File: config.mk
export PLATFORM = sky130hd
export DESIGN_NAME = seg_tick_counter
export DESIGN_NICKNAME = d
export VERILOG_FILES = /design/src/rtl/seg_tick_counter.sv
export SDC_FILE = /design/constraint.sdc
export NUM_CORES = 1
export LEC_CHECK = 0
export ABC_AREA = 1
export ABC_CLOCK_PERIOD_IN_PS = 1300
export CORE_MARGIN = 2
export CORE_UTILIZATION = 43
export DETAILED_ROUTE_END_ITERATION = 8
export PLACE_DENSITY = 0.84
export RECOVER_POWER = 25
export SETUP_SLACK_MARGIN = 0.2
export SLEW_MARGIN = 15
export SYNTH_ARGS = -nofsm -noshare
export SYNTH_HDL_FRONTEND = slang
export SYNTH_SLANG_ARGS = --single-unit
File: constraint.sdc
create_clock -name sys_clk -period 1.3 [get_ports sys_clk]
set_input_delay 0.195 -clock sys_clk [delete_from_list [all_inputs] [get_ports sys_clk]]
set_output_delay 0.195 -clock sys_clk [all_outputs]
set_load 0.005 [all_outputs]
File: src/rtl/seg_tick_counter.sv
// seg_tick_counter: start/stop/clr hex counter advanced by tick_in, shown on every static seven-segment digit.
// Optional SEG_BLINK_EN: while paused, the display blanks on alternate ticks.
module seg_tick_counter #(
   parameter int         DIG_NUM        = 6,
   parameter logic [3:0] MAX_VAL        = 4'd15,
   parameter bit         SEG_ACTIVE_LOW = 1'b1
) (
   input  logic               sys_clk,
   input  logic               sys_rst,
   input  logic               tick_in,
   input  logic               start,
   input  logic               stop,
   input  logic               clr,
   input  logic               dir,
   output logic [DIG_NUM-1:0] seg_sel,
   output logic [7:0]         seg_led,
   output logic               wrap_pulse,
   output logic               running
);
   typedef enum logic [1:0] {IDLE, RUN, PAUSE} state_t;
   localparam logic [7:0] LUT [16] = '{8'hC0, 8'hF9, 8'hA4, 8'hB0, 8'h99, 8'h92, 8'h82, 8'hF8,
                                       8'h80, 8'h90, 8'h88, 8'h83, 8'hC6, 8'hA1, 8'h86, 8'h8E};
   localparam logic [7:0]         SEG_OFF = {8{SEG_ACTIVE_LOW}};
   localparam logic [DIG_NUM-1:0] SEL_OFF = {DIG_NUM{SEG_ACTIVE_LOW}};
   state_t     state, state_nxt;
   logic [3:0] count, count_nxt;
   logic       step, at_edge, wrap_nxt;
   logic [7:0] seg_dec, shown;
   always_comb begin
      state_nxt = state;
      if (clr) state_nxt = IDLE;
      else if (stop && state == RUN) state_nxt = PAUSE;
      else if (start && state != RUN) state_nxt = RUN;
   end
   // wrap points are MAX_VAL going up and 0 going down, so the range is 0..MAX_VAL
   assign step      = state == RUN && tick_in && !clr;
   assign at_edge   = dir ? count == MAX_VAL : count == 4'd0;
   assign wrap_nxt  = step && at_edge;
   assign count_nxt = clr ? 4'd0 : !step ? count : at_edge ? (dir ? 4'd0 : MAX_VAL) : dir ? count + 4'd1 : count - 4'd1;
   assign seg_dec   = SEG_ACTIVE_LOW ? LUT[count] : ~LUT[count];
`ifdef SEG_BLINK_EN
   logic blink;
   always_ff @(posedge sys_clk) begin
      if (sys_rst || state_nxt != PAUSE) blink <= 1'b0;
      else if (state == PAUSE && tick_in) blink <= ~blink;
   end
   assign shown = blink ? SEG_OFF : seg_dec;
`else
   assign shown = seg_dec;
`endif
   always_ff @(posedge sys_clk) begin
      if (sys_rst) begin
         state      <= IDLE;
         count      <= 4'd0;
         running    <= 1'b0;
         wrap_pulse <= 1'b0;
         seg_sel    <= SEL_OFF;
         seg_led    <= SEG_OFF;
      end else begin
         state      <= state_nxt;
         count      <= count_nxt;
         running    <= state_nxt == RUN;
         wrap_pulse <= wrap_nxt;
         seg_sel    <= ~SEL_OFF;
         seg_led    <= shown;
      end
   end
endmodule

==> flow_metrics.tcl <==
set metrics [dict create \
    status "finished clean" \
    track_usage_pct 19.9 \
    route.detailed.drc 0 \
    ios 23 \
    hold_depth 2 \
    fin_skew_ps 2.25 \
    dp_cells 169 \
    fin_nets 172 \
    syn_avg_cell_area_sq_um 7.99 \
    critPathArrivalTime_ps 1400 \
    endpoint_kind "flop" \
    max_freq_ghz 0.822 \
    vias 912 \
    cts_max_level 1 \
    detail_route.wl_per_cell_um 13.2 \
    clk_pin_slew_ps 100 \
    synth_area_leader_cell "dfxtp_1" \
    fin_setup_tns_ps 0 \
    post-route-util_pct 65.3 \
    crit_buf_inv 2 \
    synthTopCellsByArea "dfxtp_1 33%, ha_1 10%, nand2_1 7.8%, inv_1 5.1%, buf_4 4.7%" \
    fin_cells 183 \
    p_leak_nw 0.655 \
    insertion_delay_ps 290 \
    maxCapViolCount 0 \
    synth_warnings 0 \
    grt_setup_unrepaired "yes" \
    synth_seq_cells 16 \
    rows 17 \
    ys_async_sr_fraction_pct 0 \
    layout_setup_ws_ps 82.9 \
    cts_made_buffers 3 \
    antenna_cells 0 \
    layout_min_cycle_time_ps 1220 \
    start_util_pct 44.6 \
    finalHoldViolations 0 \
    cp_slowest_cell "dfxtp_4" \
    post-route-period-util_pct 93.6 \
    r2r-end "seg_led[3]$_SDFF_PP1_" \
    layout-drive-gt1-share_pct 47.7 \
    synth_top_cells_by_count "20 x nand2_1, 16 x dfxtp_1, 13 x inv_1" \
    cts_tree "yes" \
    cpPeakStageDelay_ps 440 \
    grt_pass1_vias 941 \
    yosysSeqAreaShare_pct 33.4 \
    crit_fanout 6 \
    startpoint_type "flop" \
    synthDistinctLibCells 28 \
    die-area_sq_um 2620 \
    core_area_sq_um 2150 \
    drtIter0Drc 23 \
    synth_nets 136 \
    cts_max_path_buffers 2 \
    pre_cts_ws_ps -322 \
    finalPower_mw 1.03 \
    clock_sinks 16 \
    fp.dieH_um 51.2 \
    synth_most_common_cell "nand2_1" \
    hold_path.class "primary input to flop" \
    min-delay-start "start" \
    gp_congestion 0.826 \
    vias_per_cell 4.98 \
    peakVddDrop_mv 0.621 \
    synth_area_sq_um 958 \
    hold_end "state[0]$_SDFF_PP0_" \
    syn_inst 120 \
    reg2reg_from "count[1]$_SDFFE_PP0P_" \
    overflow 0 \
    rr_worst_depth 7 \
    fin_hold_ws_ps 566 \
    synth_top_flop_cell "dfxtp_1" \
    dp.final_hpwl_um 1440 \
    worst_ep_required_time_ps 1490 \
    synth_edf_count 0 \
    drtPass1Iterations 4 \
    fp.dieW_um 51.2 \
    synth_top_area_share_pct 33.4 \
    antenna_found_initial 0 \
    p_per_area_nw_per_um2 733 \
    criticalPathCategory "flop to flop" \
    place_area_sq_um 1230 \
    cp-startpoint "count[1]$_SDFFE_PP0P_" \
    stdcell_area_sq_um 1400 \
    grt_pass1_wl_um 4010 \
    numPortBuffers 21 \
    cp_cell_sequence "inv_6 > ha_4 > inv_2 > nand2_2 > a21oi_2 > nor2_1 > nand2_1" \
    maxSlewViolCount 0 \
    cp_top_family "flip-flops" \
    rrSetupSlack_ps 80 \
    ant_nets 0 \
    wl_um 2410 \
    cts_root_buffer "clkbuf_4" \
    setup_violations 0 \
    area_growth_pct 46.3 \
    grt_max_degree 10 \
]
[kinds of logic after synthesis]
logic type / after synthesis / synth area share [%]
AND/OR/NAND/NOR: 45 / 24.5
buffers and inverters: 27 / 15.0
AO/OA/AOI/OAI: 21 / 13.2
flip-flops: 16 / 33.4
adder cells (fa/ha/maj): 9 / 12.5
XOR/XNOR: 1 / 0.914
other: 1 / 0.391
[area by class of cell]
cell class | instances | area [sq um]
Fill cell | 169 | 746
Multi-Input combinational cell | 77 | 606
Sequential cell | 16 | 332
Timing Repair Buffer | 39 | 308
Inverter | 19 | 86.3
Clock buffer | 4 | 36.3
Tap cell | 28 | 35.0
[repair_timing]
item,4_1_cts,5_1_grt
hold buffers,0,0
pin swaps,13,9
buffers inserted,6,4
resized for setup,37,20
endpoints found under the setup margin,25,20
[how the worst max path moves through the flow]
| stage | slack [ps] | endpoint | cells past startpoint |
|---|---|---|---|
| detailed placement | -320 | count[2]$_SDFFE_PP0P_ | 6 |
| finish | 80 | seg_led[3]$_SDFF_PP1_ | 7 |
| global placement | -270 | count[2]$_SDFFE_PP0P_ | 6 |
| global route | 20 | count[1]$_SDFFE_PP0P_ | 6 |
| CTS | 70 | seg_sel[1] | 2 |
| floorplan | 190 | count[3]$_SDFFE_PP0P_ | 6 |
[sequential cells by signal (all words and copies together) (netlist names)]
name / count
seg_led: 7
count: 4
state: 2
running: 1
seg_sel: 1
wrap_pulse: 1
[layer usage]
layer	vias up	routed length (um)	track usage (%)
li1	446	-	-
met1	417	977	21.1
met2	37	1250	38.5
met3	12	107	3.22
met4	0	77	7.89
met5	-	0	0
[power by group]
group | total [mW] | internal, mW | switching, mW
Combinational | 0.167 | 0.0865 | 0.0801
Clock | 0.345 | 0.171 | 0.175
Sequential | 0.516 | 0.506 | 0.00994
Total | 1.03 | 0.763 | 0.265
[cell usage in the layout, fill, tap and decap left out, types with 6 or more instances in the layout]
master          n
buf_4          17
nand2_1        14
nand2_2        11
dfxtp_1        11
inv_1           9
dlygate4sd2_1   9
inv_2           6
nor2_1          6
o21ai_0         6
ha_4            6
No activity file was read; power rests on OpenSTA's default activity.
